$ cat src/rtl/debug_trace_tx.sv
// Serial trace transmitter: captures changes of a debug value into a small FIFO
// and sends each entry as a UART-style frame (start, LSB-first data, stop).
module debug_trace_tx #(
    parameter int OPERAND_SIZE = 8,
    parameter int CLKS_PER_BIT = 4,
    parameter int FIFO_DEPTH   = 4
) (
    input  logic                          clk,
    input  logic                          reset,
    input  logic                          enable,
    input  logic [OPERAND_SIZE-1:0]       debug_in,
    output logic                          tx,
    output logic                          busy,
    output logic                          overflow,
    output logic [$clog2(FIFO_DEPTH):0]   fifo_count
);

    localparam int AW  = $clog2(FIFO_DEPTH);
    localparam int CW  = AW + 1;
    localparam int BCW = (CLKS_PER_BIT > 1) ? $clog2(CLKS_PER_BIT) : 1;
    localparam int IW  = (OPERAND_SIZE > 1) ? $clog2(OPERAND_SIZE) : 1;

    localparam logic [1:0] ST_IDLE  = 2'd0;
    localparam logic [1:0] ST_START = 2'd1;
    localparam logic [1:0] ST_DATA  = 2'd2;
    localparam logic [1:0] ST_STOP  = 2'd3;

    logic [1:0]              state_r, state_nxt_s;
    logic                    tx_r, tx_nxt_s;
    logic                    busy_r, busy_nxt_s;
    logic                    overflow_r;
    logic [OPERAND_SIZE-1:0] shift_r, shift_nxt_s;
    logic [BCW-1:0]          bit_cnt_r, bit_cnt_nxt_s;
    logic [IW-1:0]           idx_r, idx_nxt_s;
    logic [OPERAND_SIZE-1:0] last_val_r;
    logic [OPERAND_SIZE-1:0] mem_r [FIFO_DEPTH];
    logic [AW-1:0]           wr_ptr_r, rd_ptr_r;
    logic [CW-1:0]           count_r, count_nxt_s;

    logic detect_s, full_s, empty_s, bit_end_s, pop_s, push_ok_s, drop_s;

    // Capture and FIFO status decode; pops only see the registered count, so no bypass.
    always_comb begin
        detect_s  = enable && (debug_in != last_val_r);
        full_s    = (count_r == CW'(FIFO_DEPTH));
        empty_s   = (count_r == {CW{1'b0}});
        bit_end_s = (bit_cnt_r == BCW'(CLKS_PER_BIT - 1));
    end

    // Transmit FSM next-state, shift register and bit timing.
    always_comb begin
        state_nxt_s   = state_r;
        tx_nxt_s      = tx_r;
        shift_nxt_s   = shift_r;
        idx_nxt_s     = idx_r;
        pop_s         = 1'b0;
        if (state_r == ST_IDLE) begin
            bit_cnt_nxt_s = {BCW{1'b0}};
        end else if (bit_end_s) begin
            bit_cnt_nxt_s = {BCW{1'b0}};
        end else begin
            bit_cnt_nxt_s = bit_cnt_r + BCW'(1);
        end
        case (state_r)
            ST_IDLE: begin
                if (!empty_s) begin
                    pop_s       = 1'b1;
                    state_nxt_s = ST_START;
                    tx_nxt_s    = 1'b0;
                    shift_nxt_s = mem_r[rd_ptr_r];
                end else begin
                    tx_nxt_s    = 1'b1;
                end
            end
            ST_START: begin
                if (bit_end_s) begin
                    state_nxt_s = ST_DATA;
                    tx_nxt_s    = shift_r[0];
                    shift_nxt_s = shift_r >> 1;
                    idx_nxt_s   = {IW{1'b0}};
                end else begin
                    tx_nxt_s    = 1'b0;
                end
            end
            ST_DATA: begin
                if (bit_end_s && (idx_r == IW'(OPERAND_SIZE - 1))) begin
                    state_nxt_s = ST_STOP;
                    tx_nxt_s    = 1'b1;
                end else if (bit_end_s) begin
                    tx_nxt_s    = shift_r[0];
                    shift_nxt_s = shift_r >> 1;
                    idx_nxt_s   = idx_r + IW'(1);
                end else begin
                    tx_nxt_s    = tx_r;
                end
            end
            ST_STOP: begin
                if (bit_end_s && !empty_s) begin
                    pop_s       = 1'b1;
                    state_nxt_s = ST_START;
                    tx_nxt_s    = 1'b0;
                    shift_nxt_s = mem_r[rd_ptr_r];
                end else if (bit_end_s) begin
                    state_nxt_s = ST_IDLE;
                    tx_nxt_s    = 1'b1;
                end else begin
                    tx_nxt_s    = 1'b1;
                end
            end
            default: begin
                state_nxt_s = ST_IDLE;
                tx_nxt_s    = 1'b1;
            end
        endcase
    end

    // FIFO occupancy: a push into a full FIFO only succeeds if a pop frees a slot that edge.
    always_comb begin
        push_ok_s = detect_s && (!full_s || pop_s);
        drop_s    = detect_s && full_s && !pop_s;
        case ({push_ok_s, pop_s})
            2'b10:   count_nxt_s = count_r + CW'(1);
            2'b01:   count_nxt_s = count_r - CW'(1);
            default: count_nxt_s = count_r;
        endcase
        busy_nxt_s = (state_nxt_s != ST_IDLE) || (count_nxt_s != {CW{1'b0}});
    end

    // Transmitter state registers.
    always_ff @(posedge clk or negedge reset) begin
        if (!reset) begin
            state_r   <= ST_IDLE;
            tx_r      <= 1'b1;
            busy_r    <= 1'b0;
            shift_r   <= {OPERAND_SIZE{1'b0}};
            bit_cnt_r <= {BCW{1'b0}};
            idx_r     <= {IW{1'b0}};
        end else begin
            state_r   <= state_nxt_s;
            tx_r      <= tx_nxt_s;
            busy_r    <= busy_nxt_s;
            shift_r   <= shift_nxt_s;
            bit_cnt_r <= bit_cnt_nxt_s;
            idx_r     <= idx_nxt_s;
        end
    end

    // Capture FIFO, change-detect register and sticky overflow.
    always_ff @(posedge clk or negedge reset) begin
        if (!reset) begin
            for (int i = 0; i < FIFO_DEPTH; i++) begin
                mem_r[i] <= {OPERAND_SIZE{1'b0}};
            end
            wr_ptr_r   <= {AW{1'b0}};
            rd_ptr_r   <= {AW{1'b0}};
            count_r    <= {CW{1'b0}};
            last_val_r <= {OPERAND_SIZE{1'b0}};
            overflow_r <= 1'b0;
        end else begin
            count_r <= count_nxt_s;
            if (detect_s) begin
                last_val_r <= debug_in;
            end
            if (push_ok_s) begin
                mem_r[wr_ptr_r] <= debug_in;
                wr_ptr_r        <= wr_ptr_r + AW'(1);
            end
            if (pop_s) begin
                rd_ptr_r <= rd_ptr_r + AW'(1);
            end
            if (drop_s) begin
                overflow_r <= 1'b1;
            end
        end
    end

    assign tx         = tx_r;
    assign busy       = busy_r;
    assign overflow   = overflow_r;
    assign fifo_count = count_r;

endmodule

$ cat config.mk
export PLATFORM = sky130hd
export DESIGN_NAME = debug_trace_tx
export DESIGN_NICKNAME = d
export VERILOG_FILES = /design/src/rtl/debug_trace_tx.sv
export SDC_FILE = /design/constraint.sdc
export NUM_CORES = 1
export LEC_CHECK = 0
export ABC_AREA = 1
export CORE_MARGIN = 3
export CORE_UTILIZATION = 40
export DETAILED_ROUTE_END_ITERATION = 16
export SYNTH_ARGS = -nofsm -noshare
export SYNTH_HDL_FRONTEND = slang
export SYNTH_SLANG_ARGS = --single-unit
$ cat constraint.sdc
create_clock -name clk -period 5.45 [get_ports clk]
set_input_delay 1.3625 -clock clk [delete_from_list [all_inputs] [get_ports clk]]
set_output_delay 1.3625 -clock clk [all_outputs]
set_load 0.02 [all_outputs]
# After elaboration in Yosys (flattened, before gate mapping)
# Index checks and enable logic that the tools add are counted.
word_totals:
  regBits: 65
  in_bits: 11
  out_inout_bits: 6
  word_cells: 93
classes:
  add_sub_neg: 6
  n_lt_le_gt_ge: 3
  n_eq_ne: 15
  mux: 33
  bitwise: 2
  n_reduce_logical: 19
op_table:
  columns: ["cell", "n"]
  rows:
  - ["8-bit two-way mux", 7]
  - ["32-bit bitwise mux", 1]
  - ["8-bit one-hot mux with 4 select lines", 1]
  - ["8-bit binary-select mux with 2-bit select", 1]
  - ["8-bit demux with 2-bit select", 1]
  - ["2-bit two-way mux", 7]
  - ["3-bit one-hot mux with 2 select lines", 2]
  - ["2-bit != test, second input constant", 5]
  - ["3-bit two-way mux", 3]
  - ["2-bit equality test, second input constant", 4]
  - ["8-bit != test", 1]
  - ["2-bit one-hot mux with 4 select lines", 1]
  - ["1-bit logical AND", 7]
  - ["1-bit two-way mux", 7]
  - ["2-bit by 1-bit adder with 2-bit output, second input constant", 3]
  - ["3-bit by 1-bit adder with 3-bit output, second input constant", 2]
  - ["3-bit equality test, second input constant", 2]
  - ["3-bit >= comparator, second input constant", 2]
  - ["2-bit NOT with 3-bit output", 2]
  - ["2-bit by 1-bit equality test with 1-bit output, second input constant", 2]
  - ["1-bit one-hot mux with 4 select lines", 1]
  - ["4-bit AND reduction", 1]
  - ["2-bit nonzero test", 2]
  - ["1-bit logical NOT", 3]
  - ["other kinds (9)", 10]

# Depth between registers and ports, before layout
# Gate-level depths: netlist (run 1).
logic_depth:
  word_depth: 11
  depth_mapped: 15
  ltp_nobuf: 15

# Least setup slack after synthesis (run 1)
# OpenSTA, ideal clock, no wires.
synth_timing:
  kind: "input-to-reg"
  from: "input debug_in[0]"
  to: "register busy_r, in the netlist busy"
  setup_ns: 0.125
  t_arrival_ns: 2.782
  path_slack_ns: 2.542
  cell_stages: 14
  n_path_buf: 0
  cell_sequence: "inv_2 nand2_1 nand2_1 nand2_1 nor2_1 nand2_2 nand2_4 nand2_1 fa_1 inv_1 nand2_1 nand2_1 nor2_1 nand3_1"
synth_between:
  elab_chain_cells: 7
  elab_cells_between_ends: 8
  classes_between: "eq/ne (3); mux (1); reduce/logical (4)"
synth_rtl:
  columns: ["element", "line_no", "rtl"]
  rows:
  - ["start: declaration", "11", "input logic [OPERAND_SIZE-1:0] debug_in,"]
  - ["8-bit != test *", "44", "detect_s = enable && (debug_in != last_val_r);"]
  - ["1-bit logical AND *", "44", null]
  - ["1-bit logical AND *", "119", "push_ok_s = detect_s && (!full_s || pop_s);"]
  - ["2-bit by 1-bit equality test with 1-bit output or 2-bit equality test (tied branches)", "121", "case ({push_ok_s, pop_s})"]
  - ["3-bit one-hot mux with 2 select lines *", "121", null]
  - ["via count_nxt_s[1]", "38", "logic [CW-1:0] count_r, count_nxt_s;"]
  - ["3-bit nonzero test *", "126", "busy_nxt_s = (state_nxt_s != ST_IDLE) || (count_nxt_s != {CW{1'b0}});"]
  - ["1-bit logical OR *", "126", null]
  - ["via busy_nxt_s", "30", "logic busy_r, busy_nxt_s;"]
  - ["end signal: assignment", "141", "busy_r <= busy_nxt_s;"]
  - ["end: declaration", "30", null]
# The timed path passes the listed nets; every way through them passes the cells marked *.
# A chain may end at the register's enable or synchronous reset.

# Final worst setup path (run 1)
layout_timing:
  from: "input debug_in[0]"
  to: "register busy_r, in the netlist busy"
layout_between:
  elab_chain_cells: 7
  elab_cells_between_ends: 8
  classes_between: "eq/ne (3); mux (1); reduce/logical (4)"
layout_rtl:
  columns: ["element", "line_no"]
  rows:
  - ["8-bit != test *", "44"]
  - ["1-bit logical AND *", "44"]
  - ["1-bit logical AND *", "119"]
  - ["2-bit by 1-bit equality test with 1-bit output or 2-bit equality test (tied branches)", "121"]
  - ["3-bit one-hot mux with 2 select lines *", "121"]
  - ["3-bit nonzero test *", "126"]
  - ["1-bit logical OR *", "126"]
  - ["via busy_nxt_s", "30"]
# Marks and branches as above.

==> out/qor.yml, run 1 <==
drt_iter0_drc: 144
cp_max_fo: 18
holdPathStages: 1
place_ws_ps: 1810
drive_above_1_share_pct: 10.7
place_area_mm2: 0.00345
reg2reg_depth: 13
slowest_delay_ps: 430
fin_ws_ps: 2180
area_growth_pct: 13.3
critPathKind: "primary input to flop"
grt.overflow.total: 0
routed_wl_um: 6320
h-tree-depth: 3
fin_skew_ps: 11.7
die_h_um: 95.9
crit_arrival_ps: 3490
clock_latency_ps: 340
cts_tree: "yes"
setup_viol: 0
timing.rr.end: "busy$_DFF_PN0_"
hold_start: "bit_cnt_r[0]$_DFF_PN0_"
ant_nets: 0
synth-main-ff-cell: "dfrtp_1"
rsz0062_at_grt: "no"
synth_edf_count: 0
slew_viol_final: 0
dr_wl_met2_um: 3000
dp_hpwl_um: 4420
wl_per_cell_um: 12.8
antenna_found_initial: 0
synthCells: 370
cellLeakagePower_nw: 1.74
wl_met1_um: 3090
cts_buffers: 9
timing.final.crit_period_ps: 3270
ys_seq_area_share_pct: 50.3
crit_buf_inv: 3
reg2reg_from: "state_r[0]$_DFF_PN0_"
ios: 17
routed.top_layer: "met4"
fin_setup_tns_ps: 0
met3_length_um: 203
grt.total_usage_pct: 15.5
synth_cell_types: 39
start_kind: "primary input"
cp_slowest_cell: "clkdlybuf4s50_1"
max_slew_margin_pct: 32.4
status: "complete, no violations"
grt_pass1_wl_um: 10800
die_area_mm2: 0.00920
power_density_mw_per_mm2: 609
die_width_um: 95.9
clk_pin_slew_worst_paths_ps: 70
crit_family: "simple AND/OR/NAND/NOR gates"
postCtsSetupBuffers: 0
hp-class: "flop to flop"
ys_ff_latch: 65
drc: 0
hold-path-endpoint: "bit_cnt_r[0]$_DFF_PN0_"
grt_max_degree: 46
final_area_mm2: 0.00367
fin_nets: 411
hold_viol_final: 0
max_freq_mhz: 306
antennaDiodeCount: 0
crit_path_end_kind: "flop"
yosysWarnings: 0
grt_pass1_vias: 2215
synth.avg_cell_area_um2: 8.74
root_buffer: "clkbuf_8"
path_cells: "clkdlybuf4s50_1 -> inv_2 -> nand2_1 -> nand2_1 -> nand2_1 -> nor2_1 -> nand2_2 -> nand2_4 -> nand2_1 -> fa_1 -> inv_1 -> nand2_1 -> nand2_1 -> nand2_1 -> nand2_1 -> nand3_1"
cts_buffer_depth: 2
async_flop_share_pct: 100
crit_path_frequent_cell: "nand2_1"
yosysTopAreaCellShare_pct: 49.5
ctsHoldBuffers: 0
synth.cell_area_mm2: 0.00324
first_pass_iters: 4
syn_nets: 394
globalplace.congestion: 0.803
synth_area_leader_cell: "dfrtp_1"
port_buffers: 16
fin_crit_sh_pct: 60.0
ir_worst_vdd_mv: 0.198
clock_sinks: 65
vias_per_cell: 4.88
cp.required_ps: 5670
cts_resized: 0
core_mm2: 0.00781
cap_violations: 0
via_count: 2405
synth_area_leaders: "dfrtp_1, nand2_1, o21ai_0"
tightest_slew_ps: 1010
initial_core_util_pct: 41.4
rrSetupSlack_ps: 3060
rows: 32
-- cell usage after synthesis, types with 2 or more instances --
master	instances
nand2_4	5
a21oi_1	2
inv_2	5
nand3_1	10
xnor2_1	5
o21ai_1	29
o21ai_0	41
dfrtp_1	64
ha_1	12
nand2_1	89
xor2_1	2
inv_1	30
nor2_1	33
o21ai_2	4
o22ai_1	7
clkbuf_1	4
buf_6	4
nand2_2	3
-- through the flow --
stage | cells | hold WS [ps] | total power [W] | util [%]
after floorplan | 370 | 415 | 0.00157 | -
after global placement | 478 | 429 | 0.00178 | 44.2
after detailed placement | 478 | 435 | 0.00180 | 44.2
after CTS | 493 | 459 | 0.00226 | 47.0
after global routing | 493 | 473 | 0.00245 | 47.0
final | 493 | 464 | 0.00223 | 47.0
-- placed cells by master, fill, tap and decap left out, types with 3 or more instances in the layout --
cell type | Yosys | routed
nand2_1 | 89 | 89
dfrtp_1 | 64 | 64
o21ai_0 | 41 | 41
nor2_1 | 33 | 33
inv_1 | 30 | 30
o21ai_1 | 29 | 29
clkdlybuf4s50_1 | 0 | 15
ha_1 | 12 | 12
nand3_1 | 10 | 10
clkbuf_8 | 0 | 10
o22ai_1 | 7 | 7
xnor2_1 | 5 | 5
inv_2 | 5 | 5
nand2_4 | 5 | 5
o21ai_2 | 4 | 4
nand2_2 | 3 | 3
-- worst register-to-register path, delay by kind of cell, from the launching register on --
kind	cells	cell delay (ps)
adder cells (fa/ha/maj)	2	830
buffers and inverters	4	520
flip-flops	1	380
AND/OR/NAND/NOR	7	530
-- sequential cells by signal, indices dropped and copies added, names as in the netlist --
| register | flops |
|---|---|
| overflow | 1 |
| mem_r | 32 |
| busy | 1 |
| state_r | 2 |
| wr_ptr_r | 2 |
| bit_cnt_r | 2 |
| rd_ptr_r | 2 |
| fifo_count | 3 |
| idx_r | 3 |
| last_val_r | 8 |
| tx | 1 |
| shift_r | 8 |
-- cell type report --
cell class,instances,area (µm²)
clock inverters,5,80.1
inverters,36,149
repair buffers,17,163
fillers,779,4140
well taps,102,128
multi-input cells,258,1380
flip-flops and latches,65,1630
clock buffers,10,138
-- metal layers --
| metal | track usage (%) | vias up |
|---|---|---|
| li1 | - | 1237 |
| met1 | 22.2 | 1131 |
| met2 | 22.8 | 34 |
| met3 | 3.75 | 3 |
| met4 | 5.33 | 0 |
| met5 | 0 | - |
-- report_power, final --
group / total (W) / switching (W) / leakage [nW] / internal (W)
clock: 0.000451 / 0.000184 / 0.104 / 0.000267
combinational: 0.000947 / 0.000572 / 0.844 / 0.000375
sequential: 0.000834 / 0.000143 / 0.790 / 0.000691
-- worst max-delay path by stage --
stage / startpoint / to / slack, ps / cells after the start
floorplan: debug_in[0] / busy$_DFF_PN0_ / 2540 / 14
global placement: debug_in[2] / busy$_DFF_PN0_ / 1850 / 13
detailed placement: debug_in[0] / busy$_DFF_PN0_ / 1810 / 15
CTS: debug_in[0] / busy$_DFF_PN0_ / 2160 / 15
global route: debug_in[1] / busy$_DFF_PN0_ / 1930 / 16
finish: debug_in[0] / busy$_DFF_PN0_ / 2180 / 16
-- cells by family after synthesis --
kind of cell | after synthesis | synth area share, %
adder cells (fa/ha/maj) | 13 | 5.26
buffers and inverters | 47 | 7.00
AND/OR/NAND/NOR | 147 | 20.0
AO/OA/AOI/OAI | 91 | 15.5
flip-flops | 65 | 50.3
XOR/XNOR | 7 | 1.89
Note: power is estimated with default switching activity, not from simulation.
==> run 2: changes to the inputs <==
==> constraint.sdc (replaced) <==
create_clock -name clk -period 2.8 [get_ports clk]
set_input_delay 0.7 -clock clk [delete_from_list [all_inputs] [get_ports clk]]
set_output_delay 0.7 -clock clk [all_outputs]
set_load 0.02 [all_outputs]
==> run 2 against run 1 <==
Clock power grew 88%. Sequential power up 89%. Global-route usage decreased by 0.51 points. Largest power group unchanged. Wire length is 2.3% lower. Worst hold slack lost 81 ps. Sequential cell count stayed put. Critical path type unchanged.
==> out/qor.yml, run 2 (synthesis results as in run 1) <==
status: "complete, no violations"
crit_path_frequent_cell: "nand2_1"
place_ws_ps: 10.1
top_register: "mem_r"
drc: 0
power_density_mw_per_mm2: 1160
cp_slowest_cell: "clkdlybuf4s50_1"
h-tree-depth: 3
crit_path_end_kind: "flop"
grt_pass1_vias: 2239
reg2reg_depth: 13
cellLeakagePower_nw: 1.77
met3_usage_pct: 2.58
cts_tree: "yes"
max_slew_margin_pct: 56.5
dp_hpwl_um: 4380
cts_resized: 0
first_pass_iters: 4
crit_arrival_ps: 2640
cts_buffer_depth: 2
clock_latency_ps: 340
cp.required_ps: 3010
fin_ws_ps: 378
setup_viol: 0
wl_per_cell_um: 12.4
die_width_um: 95.9
final_area_mm2: 0.00372
ios: 17
cp_max_fo: 3
ant_nets: 0
largest_reg_flops: 32
place_area_mm2: 0.00351
timing.final.crit_period_ps: 2420
grt_max_degree: 39
grt_use_met2_pct: 23.6
cap_violations: 0
fin_nets: 417
globalplace.congestion: 0.782
antennaDiodeCount: 0
ctsHoldBuffers: 0
ir_worst_vdd_mv: 0.507
grt.total_usage_pct: 15.0
via_count: 2389
fin_setup_tns_ps: 0
routed_wl_um: 6180
reg_top3: "mem_r x32, last_val_r x8, shift_r x8"
area_growth_pct: 14.8
hp-class: "primary input to async pin"
fin_crit_sh_pct: 86.5
met1_usage_pct: 20.1
drive_above_1_share_pct: 12.1
critPathKind: "primary input to flop"
final_common_cell: "nand2_1"
core_mm2: 0.00781
clk_pin_slew_worst_paths_ps: 70
grt_pass1_wl_um: 10500
initial_core_util_pct: 41.4
die_area_mm2: 0.00920
postCtsSetupBuffers: 0
path_cells: "clkdlybuf4s50_1 -> xnor2_1 -> nand2_1 -> nor2_1 -> nand2_2 -> nand2_4 -> nand2_1 -> fa_1 -> inv_1 -> nand2_1 -> nand2_1 -> nand2_1 -> nand2_1 -> nand3_1"
clock_sinks: 65
slowest_delay_ps: 500
grt.overflow.total: 0
layout_common_cells: "nand2_1, dfrtp_1, o21ai_0"
die_h_um: 95.9
rows: 32
cts_buffers: 9
vias_per_cell: 4.78
start_kind: "primary input"
fin_skew_ps: 7.01
hold_viol_final: 0
drt_iter0_drc: 136
rsz0062_at_grt: "no"
max_freq_mhz: 413
grt.busiest_layer: "met2"
port_buffers: 16
slew_viol_final: 0
antenna_found_initial: 0
tightest_slew_ps: 653
root_buffer: "clkbuf_8"
[run 2: power breakdown]
part	leakage, nW	switching [W]	internal (W)
Clock	0.106	0.000351	0.000497
Combinational	0.877	0.00114	0.000753
Sequential	0.790	0.000238	0.00135
[run 2: critical path, delay by kind of cell]
kind                       cells  cell delay, ps
xor gates and xnor gates       1             120
adders and majority gates      1             410
buffers and inverters          2             580
and+or+nand+nor               10             820
[run 2: path summary, 6_finish.rpt]
| check | endpoint | slack (ps) | start |
|---|---|---|---|
| setup / recovery | busy$_DFF_PN0_ | 380 | debug_in[2] |
| hold / removal | idx_r[0]$_DFFE_PN0P_ | 380 | reset |
| setup reg to reg | busy$_DFF_PN0_ | 440 | state_r[0]$_DFF_PN0_ |
| hold reg to reg | bit_cnt_r[0]$_DFF_PN0_ | 440 | bit_cnt_r[0]$_DFF_PN0_ |
| max in group asynchronous | tx$_DFFE_PN1P_ | 1740 | reset |
| min in group clk | bit_cnt_r[0]$_DFF_PN0_ | 440 | bit_cnt_r[0]$_DFF_PN0_ |
[run 2: final cells by class]
type                            instances  area, µm²
Sequential cell                        65       1630
Fill cell                             775       4090
Multi-Input combinational cell        258       1380
Clock buffer                           10        128
Clock inverter                          6       82.6
Inverter                               36        149
Timing Repair Buffer                   23        220
Tap cell                              102        128
[run 2: metal layers]
layer / vias to the layer above / part of all wire, % / routed length [µm]
li1: 1254 / - / -
met1: 1098 / 50 / 3080
met2: 28 / 46 / 2850
met3: 9 / 2.3 / 140
met4: 0 / 1.8 / 112
met5: - / 0 / 0
[run 2: stage by stage]
| stage | hold WS [ps] | util [%] | power [W] | cells |
|---|---|---|---|---|
| 2_1_floorplan | 404 | - | 0.00306 | 370 |
| 4_1_cts | 394 | 47.6 | 0.00439 | 500 |
| 5_1_grt | 420 | 47.6 | 0.00475 | 500 |
| 3_3_place_gp | 432 | 44.9 | 0.00348 | 484 |
| 6_report | 383 | 47.6 | 0.00432 | 500 |
| 3_5_place_dp | 434 | 44.9 | 0.00352 | 484 |
